<file path="src/rtl/serial_and_collector_if.sv">
// serial_and_collector_if: bit-pair input and result-word output bundle for serial_and_collector; adds out_parity under SERIAL_AND_PARITY_EN
interface serial_and_collector_if #(parameter int N = 5);
  localparam int CW = (N > 2) ? $clog2(N) : 1;
  logic in_valid;
  logic in_ready;
  logic a_bit;
  logic b_bit;
  logic out_valid;
  logic out_ready;
  logic [N-1:0] out_word;
  logic [CW-1:0] bit_cnt;
`ifdef SERIAL_AND_PARITY_EN
  logic out_parity;
  modport master (output in_valid, a_bit, b_bit, out_ready, input in_ready, out_valid, out_word, bit_cnt, out_parity);
  modport slave (input in_valid, a_bit, b_bit, out_ready, output in_ready, out_valid, out_word, bit_cnt, out_parity);
`else
  modport master (output in_valid, a_bit, b_bit, out_ready, input in_ready, out_valid, out_word, bit_cnt);
  modport slave (input in_valid, a_bit, b_bit, out_ready, output in_ready, out_valid, out_word, bit_cnt);
`endif
endinterface

</file>
<file path="src/rtl/serial_and_collector.sv">
// serial_and_collector: ANDs LSB-first bit pairs into an N-bit word handed off on valid/ready; SERIAL_AND_PARITY_EN adds out_parity
module serial_and_collector #(parameter int N = 5) (
  input logic clk,
  input logic rst,
  serial_and_collector_if.slave bus
);
  localparam int CW = (N > 2) ? $clog2(N) : 1;
  typedef enum logic {COLLECT, HOLD} state_t;
  state_t state, state_nx;
  logic [N-1:0] word_q;
  logic [CW-1:0] cnt_q;
  logic acc, last, take;
  assign acc = bus.in_valid & (state == COLLECT);
  assign take = bus.out_ready & (state == HOLD);
  assign last = cnt_q == CW'(N - 1);
  assign bus.out_word = word_q;
  assign bus.bit_cnt = cnt_q;
  // state register
  always_ff @(posedge clk)
    state <= rst ? COLLECT : state_nx;
  // next state: leave COLLECT on the Nth accept, leave HOLD on handoff
  always_comb
    state_nx = (state == COLLECT) ? ((acc && last) ? HOLD : COLLECT) : (bus.out_ready ? COLLECT : HOLD);
  // handshake flags decode the registered state only
  always_comb begin
    bus.in_ready = state == COLLECT;
    bus.out_valid = state == HOLD;
  end
  // word assembly and bit counter; counter wraps to 0 so it reads 0 in HOLD
  always_ff @(posedge clk)
    if (rst) begin
      word_q <= '0;
      cnt_q <= '0;
    end else if (acc) begin
      word_q[cnt_q] <= bus.a_bit & bus.b_bit;
      cnt_q <= last ? '0 : cnt_q + CW'(1);
    end else if (take) begin
      word_q <= '0;
    end
`ifdef SERIAL_AND_PARITY_EN
  logic par_q;
  assign bus.out_parity = par_q;
  // running parity tracks out_word since the word is zero on entry to COLLECT
  always_ff @(posedge clk)
    par_q <= rst ? 1'b0 : acc ? par_q ^ (bus.a_bit & bus.b_bit) : take ? 1'b0 : par_q;
`endif
endmodule

</file>
<file path="src/flat_wrapper.sv">
// flat-port wrapper written by rule: the top's interface ports become plain ports
module serial_and_collector_flat 
#(parameter int N = 5)
  (clk, rst, bus_in_valid, bus_a_bit, bus_b_bit, bus_out_ready, bus_in_ready, bus_out_valid, bus_out_word, bus_bit_cnt);
  serial_and_collector_if #(.N(N)) bus_i ();
  input logic clk;
  input logic rst;
  input wire logic [$bits(bus_i.in_valid)-1:0] bus_in_valid;
  input wire logic [$bits(bus_i.a_bit)-1:0] bus_a_bit;
  input wire logic [$bits(bus_i.b_bit)-1:0] bus_b_bit;
  input wire logic [$bits(bus_i.out_ready)-1:0] bus_out_ready;
  output wire logic [$bits(bus_i.in_ready)-1:0] bus_in_ready;
  output wire logic [$bits(bus_i.out_valid)-1:0] bus_out_valid;
  output wire logic [$bits(bus_i.out_word)-1:0] bus_out_word;
  output wire logic [$bits(bus_i.bit_cnt)-1:0] bus_bit_cnt;
  assign bus_i.in_valid = bus_in_valid;
  assign bus_i.a_bit = bus_a_bit;
  assign bus_i.b_bit = bus_b_bit;
  assign bus_i.out_ready = bus_out_ready;
  assign bus_in_ready = bus_i.in_ready;
  assign bus_out_valid = bus_i.out_valid;
  assign bus_out_word = bus_i.out_word;
  assign bus_bit_cnt = bus_i.bit_cnt;
  serial_and_collector #(.N(N)) u_core (.clk(clk), .rst(rst), .bus(bus_i));
endmodule
</file>
<file path="config.mk">
export PLATFORM = sky130hd
export DESIGN_NAME = serial_and_collector_flat
export DESIGN_NICKNAME = d
export VERILOG_FILES = /design/src/rtl/serial_and_collector_if.sv /design/src/rtl/serial_and_collector.sv /design/src/flat_wrapper.sv
export SDC_FILE = /design/constraint.sdc
export NUM_CORES = 1
export LEC_CHECK = 0
export BUFFER_PORTS_ARGS = -buffer_cell sky130_fd_sc_hd__clkbuf_2
export CAP_MARGIN = 15
export CORE_AREA = 2 2 39 41
export DETAILED_ROUTE_END_ITERATION = 10
export DIE_AREA = 0 0 41 43
export SYNTH_ARGS = -nofsm -noshare
export SYNTH_HDL_FRONTEND = slang
export SYNTH_SLANG_ARGS = --single-unit
</file>
<file path="constraint.sdc">
create_clock -name clk -period 1.84 [get_ports clk]
set_clock_uncertainty 0.15 [all_clocks]
set_input_delay 0.184 -clock clk [delete_from_list [all_inputs] [get_ports clk]]
set_output_delay 0.184 -clock clk [all_outputs]
set_load 0.005 [all_outputs]
</file>
# Word level (Yosys, flattened, before mapping)
# Cells that the tools add are included.
[word_totals]
ff_bits = 9
out_inout_bits = 10
elab_cells = 23
inputBits = 6
[classes]
mux = 9
n_addsub = 1
n_eq_ne = 1
reduce_logical = 3
n_bitwise = 4
order_cmp = 2
[ops]
columns = ["op", "n"]
rows = [
  ["2-to-1 mux 5 bit", 2],
  ["bitwise mux 5 bit", 1],
  ["less-than comparator 3 x 4 -> 1 bit, second input constant", 1],
  ["2-to-1 mux 1 bit", 4],
  ["adder 3 x 1 -> 3 bit, second input constant", 1],
  ["AND 1 bit", 3],
  ["demux 1 bit (select 3 bit)", 1],
  ["== test 3 bit, second input constant", 1],
  ["greater-or-equal comparator 3 x 1 -> 1 bit, second input constant", 1],
  ["2-to-1 mux 3 bit", 1],
  ["logical AND 1 bit", 2],
  ["nonzero test 2 bit", 1],
  ["inverter 1 bit", 1],
]

# Depth between registers and ports, before layout
# Gate-level depths: netlist (run 1).
[depth]
depth_word = 6
depth_mapped = 5
ltp_nobuf = 5

# Least setup slack after synthesis (run 1)
# OpenSTA, ideal clock, no wires.
[synth_timing]
path_type = "register to register"
from = "register u_core.cnt_q[0] (netlist: u_core.bus.bit_cnt[0])"
to = "register u_core.word_q[3] (netlist: u_core.bus.out_word[3])"
path_stages_with_launch = 4
setup_slack_ns = 0.456
arrival_time_ns = 1.110
setup_time_ns = 0.123
n_path_buf = 0
required_ns = 1.567
period_less_slack_ns = 1.384
cell_sequence = "dfxtp_1 inv_2 or4_4 mux2i_1"
[synth_between]
elab_chain_len = 6
elab_cells_between_ends = 7
classes_between = "order compare (2); mux (4); reduce/logical (1)"
[synth_rtl]
columns = ["element", "line", "text"]
rows = [
  ["from (decl)", "serial_and_collector.sv:11", "logic [CW-1:0] cnt_q;"],
  ["from (signal assigned)", "serial_and_collector.sv:36", "cnt_q <= last ? '0 : cnt_q + CW'(1);"],
  ["less-than comparator 3 x 4 -> 1 bit (not written as such) or greater-or-equal comparator 3 x 1 -> 1 bit (tied branches)", "serial_and_collector.sv:35", "word_q[cnt_q] <= bus.a_bit & bus.b_bit;"],
  ["logical AND 1 bit (not written as such)", "serial_and_collector.sv:35", ""],
  ["2-to-1 mux 1 bit (not written as such)", "serial_and_collector.sv:35", ""],
  ["demux 1 bit (select 3 bit) (*)", "-", ""],
  ["bitwise mux 5 bit (*)", "serial_and_collector.sv:35", ""],
  ["2-to-1 mux 5 bit (*)", "serial_and_collector.sv:34", "end else if (acc) begin"],
  ["to (signal, indexed assignment)", "serial_and_collector.sv:35", ""],
  ["to (decl)", "serial_and_collector.sv:10", "logic [N-1:0] word_q;"],
]
# Mark *: on every way between the ends. The rest lies on a longest branch, timed or not.
# A chain may end at the register's enable or synchronous reset.

# Worst setup path in the final report (run 1)
# Same ends and word-level chain as after synthesis.

==> flow_results.org, run 1 <==
** Detailed routing
- The final layout contains routed wiring with a total length of 884 µm.
- Mean routed wirelength per cell :: 10.5 µm
- The routed layout has 394 vias.
- For this block, the initial DRC count from the detailed router was 13.
- Drc violations :: 0
- ANT nets after route :: 0
- The first detailed-routing pass ran for 4 iterations.
- In the routed layout, each cell is associated on average with a via count of 4.69.

** Floorplan
- Rows :: 14
- Top-level I/O count :: 16
- DIE AREA :: 1760 µm²
- The floorplan step set the die height to 43 µm.
- Measured along the x axis, the die boundary spans 41 µm.
- For this configuration, the core starts out at a cell density of 0.302.
- The floorplan step defined a core boundary enclosing 1380 µm².

** Worst setup path
- Buffers and inverters on the worst path :: 1
- CP max stage delay :: 0.51 ns
- CP max-delay cell :: sky130_fd_sc_hd__or4_4
- WS Path Type :: reg2reg
- Crit start category :: flip-flop
- End of the critical path :: u_core.bus.out_word[3]
- Reg2reg path depth :: 3
- Startpoint of the most critical register-to-register path :: u_core.bus.bit_cnt[0]
- Kind of capture point of the worst setup path :: flip-flop
- Setup slack, reg-to-reg :: 0.41 ns
- Kind of cell with the highest combined delay on the critical path :: simple AND/OR/NAND/NOR gates
- Logic depth of the worst setup path including buffers :: 3
- Data arrival time of the critical path :: 1.42 ns
- The worst register-to-register path ends at u_core.bus.out_word[3].
- Walking the worst path, the cells encountered are inv_2 > or4_4 > mux2i_1.
- Required time of the worst setup path :: 1.83 ns
- Crit. Startpoint :: u_core.bus.bit_cnt[0]
- Highest net fanout along the worst path :: 7

** Timing
- Worst hold margin :: 0.0220 ns
- Setup repair after global routing left no endpoint under its margin.
- Count of endpoints failing hold in the final timing report :: 0
- Highest clock frequency the design can meet :: 699 MHz
- Adding up every negative setup slack in the final design gives 0 ns.
- Final worst-path cycle share :: 0.777
- The worst pin sits at a relative slew slack of 0.708.
- Number of setup violations in the final report :: 0
- The number of pins with negative max-slew slack in the final report was 0.
- The clock period could shrink to 1.43 ns.
- Worst Max-Slew Pin Slew :: 0.438 ns

** Final layout
- Most common cell after layout, fill and taps aside :: sky130_fd_sc_hd__clkbuf_2
- Count of antenna diodes in the layout :: 0
- Share of final-layout standard cells stronger than drive strength 1 :: 0.324
- At the end of the flow, the number of nets in the layout was 77.
- The top cell types in the final layout, fill and taps aside, are 15 x sky130_fd_sc_hd__clkbuf_2, 9 x sky130_fd_sc_hd__nand2_1, 9 x sky130_fd_sc_hd__dfxtp_1.
- The area growth from synthesis to layout is 30.8%.

** Job
- The tool flagged a number of max-cap violations equal to 0.

** Global route
- The via count of the first global-routing pass is 355.
- Largest net degree at the start of global routing :: 10
- In the global route stage, overall resource usage came out at 0.127.
- The first global-routing pass estimated 1440 µm of wire.
- The total overflow left after global routing is 0.
- The number of antenna violations at the first check in global routing was 0.

** Clock tree
- Post-CTS timing repair inserted 0 buffers for setup.
- Clock-pin slew was measured on the worst setup and hold paths at 0.06 ns.
- Number of buffers added by the clock tree synthesis step :: 3
- TritonCTS built the clock tree.
- Worst-skew pair later-pin latency :: 0.26 ns
- Clock tree buffer depth :: 2
- Maximum level of the CTS H-tree :: 1
- # clock sinks :: 9
- For this design, the CTS-stage hold fixing added 0 buffers.
- Post-cts repair resize count :: 0
- The root buffer cell chosen for the clock tree is sky130_fd_sc_hd__clkbuf_4.

** Placement
- The wire-length estimate of the detail-placed layout is 686 µm.
- The congestion estimate from routability-driven global placement came to 0.711.
- In this run the tool buffered the top-level ports with 15 buffer cells.

** Logic synthesis
- Synthesis produced a netlist with a net count of 56.
- For this run, the number of Yosys warnings is 0.
- Area of the mapped netlist :: 418 µm²
- Synthesis produced a netlist whose cell count is 48.
- Sequential element share of the synthesized area :: 0.431
- The synthesized design contains 9 register bits.
- The average instance in the mapped netlist occupies 8.71 µm².
- Count of cell types in the netlist :: 18

** Power and ir drop
- Pleak :: 0.259 nW
- IR analysis of the VDD net gives a maximum drop of 0.000292 V.
- For this design the ratio of total power to cell area is 736 nW/µm².

** Hold path
- The path class of the tightest hold or removal check is in2reg.
- Number of cells traversed by the worst hold path :: 2

** Outcome
- The run finished with clean final reports.
==> worst min-delay path by stage <==
stage | start | end | slack (ns)
final | rst | u_core.bus.bit_cnt[2] | 0.02
after global routing | rst | u_core.bus.bit_cnt[1] | 0.02
after global placement | rst | u_core.bus.bit_cnt[0] | 0.30
after CTS | rst | u_core.bus.bit_cnt[2] | 0.01
after floorplan | rst | u_core.bus.bit_cnt[0] | 0.10
after detailed placement | rst | u_core.bus.bit_cnt[2] | 0.29
==> cell families (layout without fill, tap and decap cells) <==
group	after synthesis	in the layout	synth area share
adders and majority gates	2	2	0.0599
AOI/OAI and AO/OA	7	7	0.0928
and+or+nand+nor	21	21	0.260
muxes	5	5	0.120
DFF	9	9	0.431
buffers and inverters	4	24	0.0359
==> registers in the layout, indices dropped and copies added, names as in the netlist <==
| signal | flops |
|---|---|
| u_core.bus.bit_cnt | 3 |
| u_core.bus.out_valid | 1 |
| u_core.bus.out_word | 5 |
==> final cells by class <==
type,count,area (µm²)
fillers,146,837
inverters,4,15.0
repair buffers,16,82.6
multi-input cells,35,223
clock buffers,4,26.3
flip-flops and latches,9,180
well taps,16,20.0
==> report_power, final <==
group,switching (W),total [W],internal (W)
sequential,0.00000628,0.000206,0.000200
clock,0.0000653,0.000149,0.0000833
combinational,0.0000257,0.0000473,0.0000216
total,0.0000972,0.000402,0.000305
==> synthesized netlist by cell type <==
cell	n	area, µm²
sky130_fd_sc_hd__dfxtp_1	9	180
sky130_fd_sc_hd__nand2_1	9	33.8
sky130_fd_sc_hd__a21oi_1	5	25.0
sky130_fd_sc_hd__mux2i_1	5	50.1
sky130_fd_sc_hd__inv_1	3	11.3
sky130_fd_sc_hd__nor2_1	3	11.3
sky130_fd_sc_hd__ha_1	2	25.0
sky130_fd_sc_hd__nand3b_1	2	15.0
sky130_fd_sc_hd__a32oi_1	1	8.76
sky130_fd_sc_hd__and3_2	1	7.51
sky130_fd_sc_hd__inv_2	1	3.75
sky130_fd_sc_hd__nand2b_1	1	6.26
sky130_fd_sc_hd__nand3_1	1	5.00
sky130_fd_sc_hd__nand4_1	1	6.26
sky130_fd_sc_hd__nor2b_1	1	6.26
sky130_fd_sc_hd__nor4_1	1	6.26
sky130_fd_sc_hd__o21ai_0	1	5.00
sky130_fd_sc_hd__or4_4	1	11.3
==> stage by stage <==
stage,area (µm²),worst slack [ns],power (W),instances,util
after global placement,520,0.443,0.000258,80,0.376
final,547,0.410,0.000402,84,0.395
after floorplan,418,0.456,0.000237,48,-
after global routing,547,0.360,0.000433,84,0.395
after detailed placement,520,0.412,0.000258,80,0.376
after CTS,547,0.412,0.000414,84,0.395
==> layer usage <==
| layer | up-vias | track usage | part of all wire |
|---|---|---|---|
| met2 | 12 | 0.181 | 0.49 |
| met3 | 0 | 0.0995 | 0.079 |
| met5 | - | 0 | 0 |
| met4 | 0 | 0.0400 | 0 |
| li1 | 206 | - | - |
| met1 | 176 | 0.138 | 0.43 |
No activity file was read; power rests on OpenSTA's default activity.
==> run 2, diff against run 1 <==
==> constraint.sdc (replaced) <==
create_clock -name clk -period 1.3 [get_ports clk]
set_clock_uncertainty 0.15 [all_clocks]
set_input_delay 0.13 -clock clk [delete_from_list [all_inputs] [get_ports clk]]
set_output_delay 0.13 -clock clk [all_outputs]
set_load 0.005 [all_outputs]
==> run 2 against run 1 <==
  * The run now ends with setup timing left
  * Fmax rose by 7.8%
  * Critical path type unchanged
  * Cell count rose by 8.3%
  * Cell area rose by 17%
  * Non-clock buffer count rose by 7
  * Sequential share of layout area fell by 3.8 points
==> flow_results.org, run 2 (same netlist as run 1, synthesis figures left out) <==
** Worst setup path
- Reg2reg path depth :: 3
- Required time of the worst setup path :: 1.28 ns
- CP max stage delay :: 0.43 ns
- The slowest stage of the critical path belongs to the cell sky130_fd_sc_hd__or4_4.
- Crit start category :: flip-flop
- Setup slack on the worst reg-to-reg path comes out at -0.03 ns.
- Reg2reg end :: u_core.bus.out_word[3]
- Traced cell by cell, the critical path runs through nand2b_4 > or4_4 > mux2i_1.
- The critical path starts at u_core.bus.out_valid.
- WS Path Type :: reg2reg
- Data arrives at the worst endpoint at 1.31 ns.
- End of the critical path :: u_core.bus.out_word[3]
- In this run the worst path has a maximum fanout of 5.
- Startpoint of the most critical register-to-register path :: u_core.bus.out_valid
- STA classifies the critical path endpoint as a flip-flop.

** Detailed routing
- Mean routed wirelength per cell :: 11.4 µm
- Detailed Route Iter0 Violations :: 3
- After detailed routing, the number of vias per cell comes to 4.57.
- For this run, the detailed router's first-pass iteration total came to 2.
- ANT nets after route :: 0
- For this block, the routed nets add up to 1040 µm of wire.
- Drc violations :: 0
- Total via count after detailed routing :: 416

** Global route
- The number of antenna violations at the first check in global routing came to 0.
- Entering global routing, the biggest net connects 7 pins.
- Wire length of the first global-routing pass :: 1530 µm
- For met1 alone, demand over resource in global routing was 0.169.
- Via count of the first global-routing pass :: 401
- Met2 layer usage reported by global route :: 0.184
- Gr usage total :: 0.130
- Congestion Overflow GR :: 0
- For met3 alone, demand over resource in global routing was 0.0314.
- Global route hottest layer :: met2

** Final layout
- The final layout contains 84 nets.
- The number of antenna diodes in the final layout is 0.
- Measured on the finished design, the core utilization comes to 0.462.
- Of the cells placed in the final design, the portion with a size suffix greater than 1 is 0.440.
- Most used cells in the layout excluding fill and tap cells :: 14 x sky130_fd_sc_hd__clkbuf_2, 9 x sky130_fd_sc_hd__nand2_1, 7 x sky130_fd_sc_hd__buf_4
- Area growth, synth to finish :: 53.0%
- The library cell used most frequently in the layout, excluding fill and tap cells, is sky130_fd_sc_hd__clkbuf_2.
- The register with the most flip-flops in the layout has 5 of them.

** Clock tree
- Clock tree synthesis inserted a total of 3 buffers.
- Clock tree from TritonCTS :: yes
- After clock tree synthesis, the clock-pin slew on the worst setup and hold paths is 0.07 ns.
- The later pin in the worst-skew pair is clocked with a latency of 0.26 ns.
- The clock passes through at most 2 buffers.
- Maximum level of the CTS H-tree :: 1
- Counting every sink on the clock net gives 9.
- Root Buffer :: sky130_fd_sc_hd__clkbuf_4

** Floorplan
- Core Box Area :: 1380 µm²
- The die is 41 µm wide.
- Die Height :: 43 µm
- 16 I/O pins were placed.
- Row generation in the floorplan step produced 14 rows.
- DIE AREA :: 1760 µm²
- Initial core utilization :: 0.302

** Timing
- Count of endpoints failing hold in the final timing report :: 0
- Highest clock frequency the design can meet :: 754 MHz
- TNS Setup :: -0.0262 ns
- The number of pins with negative max-slew slack in the final report is 0.
- Hold timing on the final database bottoms out at a slack of 0.0203 ns.
- Measured against its own limit, the worst slew margin works out to 0.787.
- Setup violations remaining at the end of the flow were counted as 1.
- Clock period minus worst slack :: 1.33 ns
- Final worst-path cycle share :: 1.02
- RSZ-0062 raised after global routing :: yes
- PnR worst setup slack :: -0.0262 ns
- Worst Max-Slew Pin Slew :: 0.319 ns

** Power and ir drop
- Fraction of power spent switching nets :: 0.254
- For this design the static power due to leakage is 0.303 nW.
- Internal Dissipation :: 0.000450 W
- In this run the power spent charging and discharging nets is 0.000153 W.
- Cell area power density :: 943 nW/µm²
- Of the total power, the clock network draws 0.363.
- The share of total power dissipated in sequential elements is 0.480.
- Post-layout total power :: 0.000603 W
- The share of total power dissipated in combinational logic is 0.157.
- VDD sags by at most 0.000472 V.

** Hold path
- Number of cells traversed by the worst hold path :: 4
- Path category of the worst min-delay check :: in2reg

** Outcome
- Status :: finished with violations
- The checks that failed: setup timing.

** Placement
- Port buffering added 15 buffers.
- Setup WS pre-CTS :: -0.0100 ns
- Routability-driven placement finished with a final weighted congestion of 0.785.
- The HPWL after detailed placement is 774 µm.

** Job
- Total of max-cap violations :: 0
## run 2: worst min-delay path by stage
| stage | start | endpoint | slack (ns) |
|---|---|---|---|
| CTS | bus_out_ready | u_core.bus.out_valid | 0.02 |
| detailed placement | rst | u_core.bus.bit_cnt[1] | 0.24 |
| global placement | rst | u_core.bus.bit_cnt[0] | 0.24 |
| finish | bus_out_ready | u_core.bus.out_valid | 0.02 |
| floorplan | rst | u_core.bus.bit_cnt[0] | 0.04 |
| global route | bus_out_ready | u_core.bus.out_valid | 0.05 |
## run 2: critical path, delay by kind of cell (launching register included)
family	cells	cell delay, ns
flops	1	0.34
simple gates	2	0.58
mux	1	0.13
## run 2: per-stage QoR
step	cells	area [µm²]
after floorplan	48	430
after global placement	86	591
after detailed placement	86	591
after CTS	92	638
after global routing	91	639
final	91	639
## run 2: final cells by class
cell class,count,area (µm²)
Fill cell,141,744
Multi-Input combinational cell,35,236
Sequential cell,9,186
Timing Repair Buffer,23,153
Clock buffer,4,26.3
Tap cell,16,20.0
Inverter,4,17.5
## run 2: power by group through the flow
| stage | combinational [W] | sequential (W) | clock (W) |
|---|---|---|---|
| 2_1_floorplan | 0.0000388 | 0.000298 | 0 |
| 3_3_place_gp | 0.0000883 | 0.000294 | 0 |
| 3_5_place_dp | 0.0000885 | 0.000295 | 0 |
| 4_1_cts | 0.0000939 | 0.000289 | 0.000225 |
| 5_1_grt | 0.000105 | 0.000290 | 0.000235 |
| 6_report | 0.0000946 | 0.000289 | 0.000219 |
## run 2: repair_timing
item | 4_1_cts | 5_1_grt
endpoints found under the setup margin | 1 | 5
resized for setup | 2 | 1
setup buffers | 1 | 0
hold buffers | 1 | 0
endpoints found under the hold margin | 4 | 0
## run 2: per-layer routing
layer	vias to the layer above	share of wire
li1	220	-
met1	187	0.48
met2	9	0.48
met3	0	0.036
met4	0	0
met5	-	0
==> run 3, diff against run 2 <==
--- a/config.mk
+++ b/config.mk
@@ -10,6 +10,7 @@
 export CORE_AREA = 2 2 39 41
 export DETAILED_ROUTE_END_ITERATION = 10
 export DIE_AREA = 0 0 41 43
+export REMOVE_ABC_BUFFERS = 1
 export SYNTH_ARGS = -nofsm -noshare
 export SYNTH_HDL_FRONTEND = slang
 export SYNTH_SLANG_ARGS = --single-unit
==> run 3 against run 2 <==
  * The run now ends clean
  * Highest routed layer unchanged
  * Hold slack better by 0.0090 ns
  * First-iteration DRC count up 100%
  * Die area stayed put
  * Non-clock buffer count down 1
  * Global-route usage grew 1.9 points
==> flow_results.org, run 3 (same netlist as run 1, synthesis figures left out) <==
** Hold path
- The min-delay analysis places its worst path in the category in2reg.
- Number of cells traversed by the worst hold path :: 4
- The worst hold path begins at bus_out_ready.

** Final layout
- Finished Core Util :: 0.442
- The repair_antennas step left the layout with diodes totalling 0.
- Most used cells in the layout excluding fill and tap cells :: 14 x sky130_fd_sc_hd__clkbuf_2, 9 x sky130_fd_sc_hd__nand2_1, 7 x sky130_fd_sc_hd__buf_4
- The register with the most flip-flops in the layout has 5 of them.
- Area growth, synth to finish :: 46.4%
- The library cell used most frequently in the layout, excluding fill and tap cells, is sky130_fd_sc_hd__clkbuf_2.
- The final layout contains 83 nets.
- The filler cells instantiated in the layout total 140.
- Share of final-layout standard cells stronger than drive strength 1 :: 0.446

** Clock tree
- The tree is rooted in a sky130_fd_sc_hd__clkbuf_4.
- Clock tree from TritonCTS :: yes
- Worst-skew pair later-pin latency :: 0.26 ns
- The longest clock path from root to sink contains 2 buffers.
- Total setup buffers inserted after CTS :: 0
- Number of buffers added by the clock tree synthesis step :: 3
- In this run the number of H-tree levels came out at 1.
- For this design, the sink count on the clock tree is 9.
- Worst-path clk slew :: 0.06 ns

** Timing
- Clock period minus worst slack :: 1.26 ns
- Highest clock frequency the design can meet :: 792 MHz
- Number of setup violations in the final report :: 0
- TNS Setup :: 0 ns
- Setup repair after global routing could not meet its margin everywhere.
- Remaining max-slew budget at the tightest pin :: 0.782
- Count of endpoints failing hold in the final timing report :: 0
- Of the available clock period, the critical path in the final layout requires 0.971.
- Hold timing on the final database bottoms out at a slack of 0.0293 ns.
- PnR worst setup slack :: 0.0376 ns
- The number of pins with negative max-slew slack in the final report is 0.
- Worst Max-Slew Pin Slew :: 0.325 ns

** Power and ir drop
- Worst VDD drop :: 0.000498 V
- Cell area power density :: 967 nW/µm²
- Post-layout total power :: 0.000591 W
- Fraction of power spent switching nets :: 0.248
- The analysis attributes to cell leakage a power of 0.293 nW.
- Power share of the clock group :: 0.363
- The internal portion of the total power is 0.000445 W.
- Of the total power, registers draw 0.488.
- The share of total power dissipated in combinational logic is 0.149.
- Summed over all nets, the switching power comes to 0.000147 W.

** Detailed routing
- Detailed Route Iter0 Violations :: 6
- After detailed routing, the number of remaining DRC violations is 0.
- Detail-routed via count per cell :: 4.81
- The first detailed-routing pass took 2 iterations.
- The detail route stage leaves a number of antenna-violating nets equal to 0.
- Mean routed wirelength per cell :: 11.1 µm
- The final layout contains routed wiring with a total length of 1000 µm.
- The final route contains 433 vias.

** Floorplan
- Top-level I/O count :: 16
- Rows :: 14
- Die Height :: 43 µm
- The die covers 1760 µm².
- The region available for standard cell placement spans 1380 µm².
- The floorplan step set the die width to 41 µm.
- For this configuration, the core starts out at a cell density of 0.302.

** Placement
- Global placer's final weighted congestion :: 0.690
- The count of buffers added on input and output ports is 15.
- Sum of net half-perimeters after detailed placement :: 764 µm
- Setup WS pre-CTS :: 0.0110 ns

** Worst setup path
- CP max stage delay :: 0.50 ns
- In this run the critical register-to-register path is launched from u_core.bus.bit_cnt[0].
- The number of buffers and inverters on the critical path is 1.
- STA classifies the critical path startpoint as a flip-flop.
- Reg2reg path depth :: 3
- Logic depth of the worst setup path including buffers :: 3
- Highest net fanout along the worst path :: 4
- The worst register-to-register path has a setup slack of 0.04 ns.
- Cell breakdown of the critical path :: inv_2 > or4_4 > mux2i_1
- The worst setup path is captured at a flip-flop.
- Required time of the worst setup path :: 1.30 ns
- Crit. Startpoint :: u_core.bus.bit_cnt[0]
- Data arrival time of the critical path :: 1.26 ns
- Kind of cell with the highest combined delay on the critical path :: simple AND/OR/NAND/NOR gates
- The slowest stage of the critical path belongs to the cell sky130_fd_sc_hd__or4_4.
- WS Path Type :: reg2reg

** Global route
- For this run the aggregate overflow at the end of global routing stands at 0.
- Largest net degree at the start of global routing :: 8
- In the global route stage, overall resource usage came out at 0.149.
- The via count of the first global-routing pass is 440.
- The first global-routing pass estimated 1700 µm of wire.
- Antenna violations before repair :: 0

** Job
- Total of max-cap violations :: 0

** Outcome
- The flow ran to the end, and the final reports show no timing, DRC or antenna violations.
==> run 3: final timing paths <==
path / endpoint
max: u_core.bus.out_word[3]
max reg2reg: u_core.bus.out_word[3]
min reg2reg: u_core.bus.out_word[1]
min: u_core.bus.out_valid
==> run 3: layout make-up <==
type                       count  area, µm²  area share
clock buffer                   4       26.3      0.0429
tap                           16       20.0      0.0327
sequential                     9        184       0.301
inverter                       4       15.0      0.0245
timing repair buffer          22        133       0.217
multi-input combinational     35        234       0.382
==> run 3: layer usage <==
metal / track usage / wire (µm)
met4: 0.0400 / 0
met5: 0 / 0
met3: 0.0942 / 55
met2: 0.231 / 486
met1: 0.162 / 460
==> run 3: per-stage QoR <==
stage	std cells	instance area, µm²
floorplan	48	418
global placement	86	566
detailed placement	86	566
CTS	91	602
global route	90	612
finish	90	612
==> run 3: worst min-delay path: stages <==
cell and delay [ns]:
sky130_fd_sc_hd__clkbuf_2 0.10, sky130_fd_sc_hd__inv_1 0.05, sky130_fd_sc_hd__a32oi_1 0.05, sky130_fd_sc_hd__nor2_1 0.07
==> run 3: timing repair <==
item	4_1_cts	5_1_grt
endpoints found under the hold margin	4	0
hold buffers	1	0
setup endpoints to repair	0	6
resized for setup	0	6
==> run 3: power groups by stage <==
stage / clock network (W) / logic (W) / registers, W
final: 0.000215 / 0.0000881 / 0.000288
after global routing: 0.000244 / 0.0000989 / 0.000289
after CTS: 0.000227 / 0.0000863 / 0.000287
after detailed placement: 0 / 0.0000830 / 0.000293
after global placement: 0 / 0.0000834 / 0.000293
after floorplan: 0 / 0.0000375 / 0.000298
